--- config.mk ---
export PLATFORM = sky130hd
export DESIGN_NAME = keccak_msg_feeder_flat
export DESIGN_NICKNAME = d
export VERILOG_FILES = /design/src/rtl/keccak_msg_feeder_if.sv /design/src/rtl/keccak_msg_feeder.sv /design/src/flat_wrapper.sv
export SDC_FILE = /design/constraint.sdc
export NUM_CORES = 1
export LEC_CHECK = 0
export ABC_CLOCK_PERIOD_IN_PS = 3300
export CAP_MARGIN = 25
export CORE_AREA = 2 2 429 431
export CTS_CLUSTER_DIAMETER = 40
export CTS_CLUSTER_SIZE = 25
export DETAILED_ROUTE_END_ITERATION = 7
export DIE_AREA = 0 0 431 433
export GPL_ROUTABILITY_DRIVEN = 1
export HOLD_SLACK_MARGIN = 0.06
export SETUP_SLACK_MARGIN = 0.15
export SLEW_MARGIN = 5
export SYNTH_ARGS = -nofsm -noshare
export SYNTH_HDL_FRONTEND = slang
export SYNTH_SLANG_ARGS = --single-unit
--- constraint.sdc ---
create_clock -name clk -period 3.3 [get_ports clk]
set_input_delay 0.66 -clock clk [delete_from_list [all_inputs] [get_ports clk]]
set_output_delay 0.66 -clock clk [all_outputs]
set_load 0.02 [all_outputs]
--- src/rtl/keccak_msg_feeder_if.sv ---
// Signal bundle between the message feeder, its byte source, the keccak core and the command layer.
// master is the feeder's own view; slave is the view of everything around it.
interface keccak_msg_feeder_if;
  logic         start;
  logic         empty_msg;
  logic [7:0]   s_data;
  logic         s_valid;
  logic         s_last;
  logic         s_ready;
  logic         core_reset;
  logic [31:0]  in;
  logic         in_ready;
  logic         is_last;
  logic [1:0]   byte_num;
  logic         buffer_full;
  logic [511:0] out;
  logic         out_ready;
  logic [511:0] digest;
  logic         digest_valid;
  logic         busy;
  logic [31:0]  msg_len;

  modport master (
    input  start, empty_msg, s_data, s_valid, s_last, buffer_full, out, out_ready,
    output s_ready, core_reset, in, in_ready, is_last, byte_num,
           digest, digest_valid, busy, msg_len
  );

  modport slave (
    output start, empty_msg, s_data, s_valid, s_last, buffer_full, out, out_ready,
    input  s_ready, core_reset, in, in_ready, is_last, byte_num,
           digest, digest_valid, busy, msg_len
  );
endinterface

--- src/rtl/keccak_msg_feeder.sv ---
// Packs a byte stream big-endian into 32-bit words for the keccak core, appends the
// terminal partial/empty word, clears the core before each message and captures the digest.
module keccak_msg_feeder #(
  parameter int unsigned CLR_CYCLES = 1
) (
  input  logic               clk,
  input  logic               reset,
  keccak_msg_feeder_if.master bus
);

  typedef enum logic [2:0] {S_IDLE, S_CLR, S_PACK, S_SEND, S_WAIT} state_e;

  localparam int unsigned CW = (CLR_CYCLES > 1) ? $clog2(CLR_CYCLES) : 1;
  localparam logic [CW-1:0] CLR_LAST = CW'(CLR_CYCLES - 1);

  state_e         state_q, state_d;
  logic [CW-1:0]  clr_cnt_q, clr_cnt_d;
  logic           empty_q, empty_d;
  logic           extra_q, extra_d;   // full final word still owes a trailing empty word
  logic [1:0]     pos_q, pos_d;
  logic [31:0]    word_q, word_d;
  logic           is_last_q, is_last_d;
  logic [1:0]     byte_num_q, byte_num_d;
  logic [31:0]    msg_len_q, msg_len_d;
  logic [511:0]   digest_q, digest_d;
  logic           digest_valid_q, digest_valid_d;

  always_comb begin
    // NOTE: every next-state signal takes its hold value first so no path can infer a latch.
    state_d        = state_q;
    clr_cnt_d      = clr_cnt_q;
    empty_d        = empty_q;
    extra_d        = extra_q;
    pos_d          = pos_q;
    word_d         = word_q;
    is_last_d      = is_last_q;
    byte_num_d     = byte_num_q;
    msg_len_d      = msg_len_q;
    digest_d       = digest_q;
    digest_valid_d = digest_valid_q;

    unique case (state_q)
      S_IDLE: begin
        if (bus.start) begin
          state_d        = S_CLR;
          empty_d        = bus.empty_msg;
          msg_len_d      = '0;
          digest_valid_d = 1'b0;
          clr_cnt_d      = '0;
        end
      end
      S_CLR: begin
        if (clr_cnt_q == CLR_LAST) begin
          word_d     = '0;
          pos_d      = '0;
          byte_num_d = '0;
          extra_d    = 1'b0;
          is_last_d  = empty_q;
          state_d    = empty_q ? S_SEND : S_PACK;
        end else begin
          clr_cnt_d = clr_cnt_q + CW'(1);
        end
      end
      S_PACK: begin
        if (bus.s_valid) begin
          word_d    = word_q | ({bus.s_data, 24'h0} >> {pos_q, 3'b000});
          pos_d     = pos_q + 2'd1;
          msg_len_d = msg_len_q + 32'd1;
          if (bus.s_last || pos_q == 2'd3) begin
            state_d    = S_SEND;
            is_last_d  = bus.s_last && (pos_q != 2'd3);
            byte_num_d = (bus.s_last && pos_q != 2'd3) ? pos_q + 2'd1 : 2'd0;
            extra_d    = bus.s_last && (pos_q == 2'd3);
          end
        end
      end
      S_SEND: begin
        if (!bus.buffer_full) begin
          word_d     = '0;
          byte_num_d = '0;
          if (is_last_q) begin
            state_d   = S_WAIT;
            is_last_d = 1'b0;
          end else if (extra_q) begin
            extra_d   = 1'b0;
            is_last_d = 1'b1;
          end else begin
            state_d = S_PACK;
            pos_d   = '0;
          end
        end
      end
      S_WAIT: begin
        if (bus.out_ready) begin
          digest_d       = bus.out;
          digest_valid_d = 1'b1;
          state_d        = S_IDLE;
        end
      end
      default: state_d = S_IDLE;
    endcase
  end

  // NOTE: state registers use non-blocking assignments so all flops update from the same pre-edge values.
  always_ff @(posedge clk) begin
    if (!reset) begin
      state_q        <= S_IDLE;
      clr_cnt_q      <= '0;
      empty_q        <= 1'b0;
      extra_q        <= 1'b0;
      pos_q          <= '0;
      word_q         <= '0;
      is_last_q      <= 1'b0;
      byte_num_q     <= '0;
      msg_len_q      <= '0;
      digest_q       <= '0;
      digest_valid_q <= 1'b0;
    end else begin
      state_q        <= state_d;
      clr_cnt_q      <= clr_cnt_d;
      empty_q        <= empty_d;
      extra_q        <= extra_d;
      pos_q          <= pos_d;
      word_q         <= word_d;
      is_last_q      <= is_last_d;
      byte_num_q     <= byte_num_d;
      msg_len_q      <= msg_len_d;
      digest_q       <= digest_d;
      digest_valid_q <= digest_valid_d;
    end
  end

  // The core is held in reset for as long as this block is.
  assign bus.core_reset   = (state_q == S_CLR) || !reset;
  assign bus.s_ready      = (state_q == S_PACK);
  assign bus.in_ready     = (state_q == S_SEND);
  assign bus.in           = word_q;
  assign bus.is_last      = is_last_q;
  assign bus.byte_num     = byte_num_q;
  assign bus.digest       = digest_q;
  assign bus.digest_valid = digest_valid_q;
  assign bus.busy         = (state_q != S_IDLE);
  assign bus.msg_len      = msg_len_q;

endmodule

--- src/flat_wrapper.sv ---
// flat-port wrapper written by rule: the top's interface ports become plain ports
module keccak_msg_feeder_flat 
#(
  parameter int unsigned CLR_CYCLES = 1
)
  (clk, reset, bus_start, bus_empty_msg, bus_s_data, bus_s_valid, bus_s_last, bus_buffer_full, bus_out, bus_out_ready, bus_s_ready, bus_core_reset, bus_in, bus_in_ready, bus_is_last, bus_byte_num, bus_digest, bus_digest_valid, bus_busy, bus_msg_len);
  keccak_msg_feeder_if bus_i ();
  input  logic clk;
  input  logic reset;
  input wire logic [$bits(bus_i.start)-1:0] bus_start;
  input wire logic [$bits(bus_i.empty_msg)-1:0] bus_empty_msg;
  input wire logic [$bits(bus_i.s_data)-1:0] bus_s_data;
  input wire logic [$bits(bus_i.s_valid)-1:0] bus_s_valid;
  input wire logic [$bits(bus_i.s_last)-1:0] bus_s_last;
  input wire logic [$bits(bus_i.buffer_full)-1:0] bus_buffer_full;
  input wire logic [$bits(bus_i.out)-1:0] bus_out;
  input wire logic [$bits(bus_i.out_ready)-1:0] bus_out_ready;
  output wire logic [$bits(bus_i.s_ready)-1:0] bus_s_ready;
  output wire logic [$bits(bus_i.core_reset)-1:0] bus_core_reset;
  output wire logic [$bits(bus_i.in)-1:0] bus_in;
  output wire logic [$bits(bus_i.in_ready)-1:0] bus_in_ready;
  output wire logic [$bits(bus_i.is_last)-1:0] bus_is_last;
  output wire logic [$bits(bus_i.byte_num)-1:0] bus_byte_num;
  output wire logic [$bits(bus_i.digest)-1:0] bus_digest;
  output wire logic [$bits(bus_i.digest_valid)-1:0] bus_digest_valid;
  output wire logic [$bits(bus_i.busy)-1:0] bus_busy;
  output wire logic [$bits(bus_i.msg_len)-1:0] bus_msg_len;
  assign bus_i.start = bus_start;
  assign bus_i.empty_msg = bus_empty_msg;
  assign bus_i.s_data = bus_s_data;
  assign bus_i.s_valid = bus_s_valid;
  assign bus_i.s_last = bus_s_last;
  assign bus_i.buffer_full = bus_buffer_full;
  assign bus_i.out = bus_out;
  assign bus_i.out_ready = bus_out_ready;
  assign bus_s_ready = bus_i.s_ready;
  assign bus_core_reset = bus_i.core_reset;
  assign bus_in = bus_i.in;
  assign bus_in_ready = bus_i.in_ready;
  assign bus_is_last = bus_i.is_last;
  assign bus_byte_num = bus_i.byte_num;
  assign bus_digest = bus_i.digest;
  assign bus_digest_valid = bus_i.digest_valid;
  assign bus_busy = bus_i.busy;
  assign bus_msg_len = bus_i.msg_len;
  keccak_msg_feeder #(.CLR_CYCLES(CLR_CYCLES)) u_core (.clk(clk), .reset(reset), .bus(bus_i));
endmodule
Word level (Yosys, flattened, before mapping). Cells that the tools add are included.

Output and inout bits: 584. Bits in registers: 588.

Reductions and logical operators: 21. Bitwise operators: 1. Shift operators: 1. Add/subtract/negate cells: 3. Eq/ne operators: 15. Multiplexer cells: 46.

Operators with widths (number): $mux 32 (5); $pmux 32 s3 (1); $pmux 32 s2 (1); $add 32x1->32 const B (1); $or 32x32->32 (1); $shr 32x5->32 (1); $mux 3 (8); $mux 2 (9); $ne 2x2->1 const B (8); $mux 1 (15); $pmux 3 s5 (1); $pmux 2 s3 (2); $reduce_and 6->1 (2); $reduce_and 7->1 (1); $eq 3x2->1 const B (2); $pmux 1 s3 (2); $reduce_and 2->1 (3); $reduce_and 3->1 (2); $reduce_bool 2->1 (3); $reduce_bool 3->1 (2); $reduce_and 5->1 (1); $pmux 1 s2 (2); $reduce_and 4->1 (1); $eq 3x1->1 const B (1); other kinds (10) (12).

Longest topological paths before layout. Gate-level depths: netlist (run 1).

Word-level depth: 6. Depth in mapped cells: 8. Gate-level depth less buffers: 5.

Worst setup path after synthesis (run 1). Ideal clock, no wire load.

Path type: register to register. From: register u_core.msg_len_q[0] (netlist: u_core.bus.msg_len[0]). To: register u_core.msg_len_q[24] (netlist: u_core.bus.msg_len[24]). Clock period less this slack: 2106 ps. Required time: 3230 ps. Buffers on the path: 1. Cell stages (with the launch flop): 7. Slack: 1194 ps. Arrival time: 2036 ps. Path through: dfxtp_1 > ha_1 > nand2_1 > or4_1 > buf_2 > or4_1 > a21oi_1.

Longest elaborated chain between the ends: 3.

Ends and longest elaborated chain: start: declaration (RTL line keccak_msg_feeder.sv:24) `logic [31:0] msg_len_q, msg_len_d;`; start signal: assignment (RTL line keccak_msg_feeder.sv:127) `msg_len_q <= msg_len_d;`; $add 32x1->32 (RTL line keccak_msg_feeder.sv:68) `msg_len_d = msg_len_q + 32'd1;`; $mux 32 (RTL line keccak_msg_feeder.sv:65) `if (bus.s_valid) begin`; $pmux 32 s2 (RTL line keccak_msg_feeder.sv:42) `unique case (state_q)`.

No other way between the ends. The select of a mux whose other input is x is not followed. A chain may end at the register's enable or synchronous reset.

Worst setup path in the final report (run 1).
From: register u_core.state_q[2]. To: output bus_core_reset.

Longest elaborated chain between the ends: 2.

Ends and longest elaborated chain: start: declaration (RTL line keccak_msg_feeder.sv:16) `state_e state_q, state_d;`; start signal: assignment (RTL line keccak_msg_feeder.sv:119) `state_q <= state_d;`; $eq 3x1->1 (RTL line keccak_msg_feeder.sv:134) `assign bus.core_reset = (state_q == S_CLR) || !reset;`; $logic_or 1x1->1 (RTL line keccak_msg_feeder.sv:134); end: declaration (RTL line flat_wrapper.sv:19) `output wire logic [$bits(bus_i.core_reset)-1:0] bus_core_reset;`.

No other way between the ends.

==> results_dict.tcl, run 1 <==
set metrics [dict create \
    first_pass_iters 7 \
    ios 1112 \
    synth_ff_type "dfxtp_1" \
    synthMuxAreaShare_pct 0.688 \
    cpPeakStageDelay_ps 690 \
    p_leak_nw 12.6 \
    synth-edff-count 0 \
    hold_viol 0 \
    end_kind "output pin" \
    yosys.area_share.simple_pct 23.6 \
    synth-xor-area-share_pct 0.254 \
    setup_viol 0 \
    slew_viol_final 0 \
    dieArea_sq_mm 0.187 \
    hold_buffers 0 \
    max_freq_mhz 329 \
    finalCritPeriodShare_pct 92.1 \
    switching_share_pct 25.1 \
    clock_skew_ps 82.0 \
    cts_tree "built" \
    synth_most_common_cell "nand2_1" \
    grt-ovfl-total 0 \
    hp-start "bus_out[510]" \
    grt_antenna_before_repair 61 \
    synth_area_leaders "dfxtp_1 57%, nand2_1 20%, a21oi_1 13%, clkbuf_1 2.1%, buf_2 1.5%" \
    yosysTopAreaCellShare_pct 56.7 \
    clkTransAtPathRegs_ps 60 \
    core-area_sq_mm 0.182 \
    pwr-share-comb_pct 6.9 \
    areaGrowthSynthToFinish_pct 87.7 \
    syn_area_sq_mm 0.0207 \
    hpwlAfterDp_um 112000 \
    drive_gt1_share_pct 7.44 \
    crit_fanout 5 \
    synthAdderAreaFrac_pct 0.121 \
    fin_tns_setup_ps 0 \
    clkPwrFrac_pct 59.0 \
    start_util_pct 11.4 \
    holdWs_ps 443 \
    netlist_instances 2617 \
    grt_pass1_wl_um 181000 \
    timing.rr.start "u_core.bus.msg_len[0]$_SDFFE_PN0P_" \
    clock_latency_ps 760 \
    cts_max_path_buffers 3 \
    ys_types 55 \
    synthesis.nets 3147 \
    cts_num_sinks 587 \
    portBuffers 1111 \
    maxCapViolCount 0 \
    grtUsageTotal_pct 14.0 \
    ys_seq_elements 587 \
    cp.arrival_ps 2380 \
    gp_congestion 0.904 \
    cpLargestDelayFamily "buffers and inverters" \
    syn_area_per_cell_sq_um 7.92 \
    yosysSeqAreaShare_pct 56.7 \
    startpoint_type "register" \
    antenna_left 0 \
    synth-compound-area-share_pct 14.8 \
    crit_path_top_delay_cell "clkdlybuf4s50_1" \
    yosys_warnings 0 \
    synthTopCellsByCount "1095 x nand2_1, 587 x dfxtp_1, 533 x a21oi_1" \
    p_switching_w 0.00529 \
    worstSetupPathType "register to output pin" \
    p_per_area_mw_per_mm2 541 \
    row_count 157 \
    p_seq_share_pct 34.1 \
    slew_headroom_pct 44.4 \
    cts_buffers 111 \
    synth_top_family_by_area "simple AND/OR/NAND/NOR gates" \
    critical_path_buf_inv_count 2 \
    die_y_um 433 \
    grt_pass1_vias 21900 \
    routedWlPerCell_um 22.2 \
    fp.dieW_um 431 \
    num-nets-final 4239 \
    wl_um 137000 \
    vias_per_cell 3.74 \
    status "completed" \
    ir_worst_vdd_mv 0.442 \
    h-tree-depth 3 \
    yosysTopAreaCell "dfxtp_1" \
    required_ps 2640 \
    grt_max_degree 133 \
    cts_root_buf "clkbuf_16" \
    crit_chain "inv_1 -> nand2_1 -> o21ai_2 -> clkdlybuf4s50_1" \
    drc 0 \
    drtIter0Drc 2082 \
    hold_class "input port to register" \
    rsz0062_at_grt "no" \
    startpoint "u_core.state_q[2]$_SDFFE_PN0P_" \
    synthArstFlopShare_pct 0 \
    worst_pin_slew_ps 834 \
    power.internal_w 0.0158 \
    vias 23200 \
    fin_crit_ps 3040 \
]
## through the flow
step | utilization (%) | worst slack (ps) | total power (W) | std cells | instance area [sq um]
6_report | 21.4 | 259 | 0.0211 | 6198 | 38900
5_1_grt | 21.4 | 186 | 0.0217 | 6193 | 38900
4_1_cts | 21.4 | 156 | 0.0213 | 6189 | 38900
3_5_place_dp | 19.1 | 236 | 0.00877 | 5981 | 34800
3_3_place_gp | 19.1 | 227 | 0.00877 | 5981 | 34800
2_1_floorplan | - | 1190 | 0.00769 | 2617 | 20700
## logic make-up after synthesis
group,Yosys count
simple gates,1220
compound gates,596
flops,587
buf+inv,192
mux,14
xor+xnor,6
fa+ha+maj,2
## timing repair
item,in CTS,in global routing
setup buffers,0,0
resized for setup,4,0
setup endpoints to repair,4,0
## worst reg2reg max path, cell delays in order (launching register included)
cell	delay [ps]
dfxtp_1	460
ha_1	270
nand2_1	100
or4_1	680
or4_1	510
a21oi_1	160
## worst paths after layout
path,to,slack (ps),cells past startpoint
worst max-delay path,bus_core_reset,260,4
worst min-delay path,u_core.bus.digest[510]$_SDFFE_PN0P_,440,3
worst max register to register,u_core.bus.msg_len[24]$_SDFFE_PN0P_,1020,5
worst min register to register,u_core.bus.digest[449]$_SDFFE_PN0P_,450,2
## sequential cells by signal, indices dropped and copies added, names as in the netlist
register                 cells
u_core.bus.in               32
u_core.empty_q               1
u_core.bus.msg_len          32
u_core.bus.byte_num          2
u_core.state_q               3
u_core.extra_q               1
u_core.bus.is_last           1
u_core.bus.digest          512
u_core.bus.digest_valid      1
u_core.pos_q                 2
## layer usage
| layer | routed length, um | GRT usage (%) | up-vias |
|---|---|---|---|
| met3 | 13300 | 4.49 | 210 |
| li1 | - | - | 10800 |
| met4 | 4040 | 4.89 | 22 |
| met1 | 57100 | 17.9 | 11100 |
| met5 | 141 | 0 | - |
| met2 | 62800 | 21.9 | 1078 |
## power by group through the flow
| stage | clock (W) | combinational, W | sequential (W) |
|---|---|---|---|
| 2_1_floorplan | 0 | 0.000342 | 0.00734 |
| 3_3_place_gp | 0 | 0.00145 | 0.00733 |
| 3_5_place_dp | 0 | 0.00144 | 0.00733 |
| 4_1_cts | 0.0127 | 0.00145 | 0.00718 |
| 5_1_grt | 0.0130 | 0.00152 | 0.00718 |
| 6_report | 0.0124 | 0.00145 | 0.00718 |
## cells in the final DEF, fill, tap and decap left out, types with 3 or more instances in the layout
| cell type | n |
|---|---|
| a21oi_1 | 533 |
| and2_1 | 4 |
| and3_1 | 4 |
| buf_12 | 21 |
| buf_4 | 36 |
| bufinv_16 | 15 |
| clkbuf_1 | 4 |
| clkbuf_16 | 113 |
| clkbuf_8 | 14 |
| clkdlybuf4s50_1 | 1110 |
| clkinv_16 | 4 |
| clkinv_2 | 9 |
| clkinv_4 | 13 |
| clkinv_8 | 5 |
| clkinvlp_4 | 9 |
| dfxtp_1 | 586 |
| diode_2 | 9 |
| inv_6 | 17 |
| inv_8 | 6 |
| mux2i_1 | 12 |
| nand2_1 | 1095 |
| nand2b_1 | 11 |
| nand3_1 | 10 |
| nand3b_1 | 3 |
| nand4_1 | 19 |
| nor2_1 | 15 |
| nor3_1 | 5 |
| nor4_1 | 8 |
| o21ai_0 | 40 |
| o31ai_1 | 7 |
| or3_1 | 13 |
| or4_1 | 9 |
| xor2_1 | 5 |
## cell type report
type | instances | area [sq um]
Multi-Input combinational cell | 1838 | 8210
Antenna cell | 9 | 22.5
Tap cell | 2385 | 2980
Sequential cell | 587 | 11800
Clock buffer | 131 | 3040
Timing Repair Buffer | 1168 | 11800
Clock inverter | 77 | 1080
Fill cell | 20000 | 143000
Inverter | 3 | 18.8
(Power assumes the default switching activity.)
==> inputs of run 2 (changes only) <==
--- a/config.mk
+++ b/config.mk
@@ -5,13 +5,14 @@
 export SDC_FILE = /design/constraint.sdc
 export NUM_CORES = 1
 export LEC_CHECK = 0
+export ABC_AREA = 1
 export ABC_CLOCK_PERIOD_IN_PS = 3300
 export CAP_MARGIN = 25
-export CORE_AREA = 2 2 429 431
+export CORE_AREA = 2 2 434 436
 export CTS_CLUSTER_DIAMETER = 40
 export CTS_CLUSTER_SIZE = 25
 export DETAILED_ROUTE_END_ITERATION = 7
-export DIE_AREA = 0 0 431 433
+export DIE_AREA = 0 0 436 438
 export GPL_ROUTABILITY_DRIVEN = 1
 export HOLD_SLACK_MARGIN = 0.06
 export SETUP_SLACK_MARGIN = 0.15
==> results_dict.tcl, run 2 <==
set metrics [dict create \
    h-tree-depth 4 \
    fin_crit_ps 2960 \
    portBuffers 1111 \
    grt_pass1_vias 22600 \
    synthesis.nets 3311 \
    wl_um 162000 \
    cts_max_path_buffers 3 \
    fin_tns_setup_ps 0 \
    largest_reg_flops 512 \
    post_dp_cell_area_sq_mm 0.0357 \
    die_y_um 438 \
    ys_types 33 \
    core-area_sq_mm 0.187 \
    final_common_cell "clkdlybuf4s50_1" \
    slew_headroom_pct 44.7 \
    num-nets-final 4428 \
    rsz0062_at_grt "no" \
    grt_pass1_wl_um 210000 \
    synthArstFlopShare_pct 0 \
    synth-edff-count 0 \
    dieArea_sq_mm 0.191 \
    finalCritPeriodShare_pct 89.6 \
    maxCapViolCount 0 \
    yosys_warnings 0 \
    post-cts-setup-buffers 0 \
    yosysSeqAreaShare_pct 54.1 \
    synthTopCellsByCount "606 x inv_1, 587 x dfxtp_1, 561 x a21oi_1" \
    worstSetupPathType "register to output pin" \
    hpwlAfterDp_um 136000 \
    end_kind "output pin" \
    finalInstanceArea_sq_mm 0.0405 \
    antenna_left 0 \
    p_per_area_mw_per_mm2 581 \
    syn_area_sq_mm 0.0217 \
    nFillCells 20700 \
    layout_setup_ws_ps 345 \
    areaGrowthSynthToFinish_pct 86.3 \
    drtIter0Drc 1442 \
    ys_seq_elements 587 \
    syn_area_per_cell_sq_um 7.81 \
    first_pass_iters 5 \
    p_leak_nw 13.7 \
    grtUsageTotal_pct 16.4 \
    drive_gt1_share_pct 7.79 \
    synth_ff_type "dfxtp_1" \
    netlist_instances 2781 \
    holdWs_ps 277 \
    clock_skew_ps 24.2 \
    crit_fanout 7 \
    start_util_pct 11.6 \
    grt_antenna_before_repair 215 \
    vias_per_cell 3.65 \
    synth_most_common_cell "inv_1" \
    ir_worst_vdd_mv 0.340 \
    gp_congestion 0.967 \
    ios 1112 \
    layout_common_cells "1108 x clkdlybuf4s50_1, 606 x inv_1, 586 x dfxtp_1, 561 x a21oi_1, 534 x o21ai_0" \
    yosysTopAreaCellShare_pct 54.1 \
    hold_viol 0 \
    cts_buffers 134 \
    yosysTopAreaCell "dfxtp_1" \
    row_count 159 \
    dp_slack_ps 693 \
    hold_class "input port to register" \
    drc 0 \
    startpoint_type "register" \
    worst_pin_slew_ps 829 \
    setup_viol 0 \
    cts_tree "built" \
    fp.dieW_um 436 \
    required_ps 2640 \
    max_freq_mhz 338 \
    cts_num_sinks 587 \
    vias 23800 \
    grt-ovfl-total 0 \
    status "completed" \
    clock_latency_ps 780 \
    synth_area_leaders "dfxtp_1 54%, a21oi_1 13%, o21ai_0 12%, inv_1 10%, nand2_1 2.5%" \
    cts_root_buf "clkbuf_16" \
    routedWlPerCell_um 24.8 \
    clkTransAtPathRegs_ps 40 \
    grt_max_degree 169 \
    cp.arrival_ps 2300 \
    slew_viol_final 0 \
]
-- run 2: logic make-up after synthesis --
family	Yosys count	share of synthesized area (%)
and+or+nand+nor	301	6.06
DFF	587	54.1
buffers and inverters	791	14.3
AOI/OAI and AO/OA	1100	25.4
adders and majority gates	2	0.115
-- run 2: final cells by class --
class / count / area (sq um) / share of cell area [%]
well taps: 2495 / 3120 / 7.72
flip-flops and latches: 587 / 11800 / 29.1
clock buffers: 163 / 3680 / 9.11
repair buffers: 1164 / 11700 / 28.9
clock inverters: 82 / 1000 / 2.48
diodes: 28 / 70.1 / 0.173
inverters: 608 / 2280 / 5.64
multi-input cells: 1403 / 6870 / 17.0
-- run 2: worst paths after layout --
| kind | from | end | slack, ps | cells past startpoint |
|---|---|---|---|---|
| worst max register to register | u_core.state_q[0]$_SDFFE_PN0P_ | u_core.bus.digest[169]$_SDFFE_PN0P_ | 1100 | 6 |
| worst min-delay path | reset | u_core.bus.digest[114]$_SDFFE_PN0P_ | 280 | 3 |
| worst min register to register | u_core.bus.digest[468]$_SDFFE_PN0P_ | u_core.bus.digest[468]$_SDFFE_PN0P_ | 440 | 2 |
| worst max-delay path | u_core.state_q[0]$_SDFFE_PN0P_ | bus_in_ready | 340 | 3 |
-- run 2: what timing repair did --
item                                    in CTS  in global routing
resized for setup                            3                  0
endpoints found under the setup margin       3                  0
hold buffers                                 0                  0
-- run 2: power by group --
group	switching (W)	internal, W	total, W
Sequential	0.000134	0.00726	0.00740
Combinational	0.00125	0.00107	0.00232
Clock	0.00498	0.00882	0.0138
-- run 2: critical path: stages, from the launching register on --
cell	delay, ps
dfxtp_1	490
nand2_1	160
nor2_4	160
clkdlybuf4s50_1	730
-- run 2: stage by stage --
step / power (W) / util, % / std cells
after floorplan: 0.00851 / - / 2781
after global placement: 0.00985 / 19.1 / 6257
after detailed placement: 0.00987 / 19.1 / 6257
after CTS: 0.0239 / 21.6 / 6502
after global routing: 0.0244 / 21.7 / 6514
final: 0.0235 / 21.7 / 6530
-- run 2: metal layers --
metal  GRT usage [%]  routed length (um)
met2            29.2               81300
met3            7.38               16300
met5               0                 740
met4            5.89                6310
met1            16.8               57300
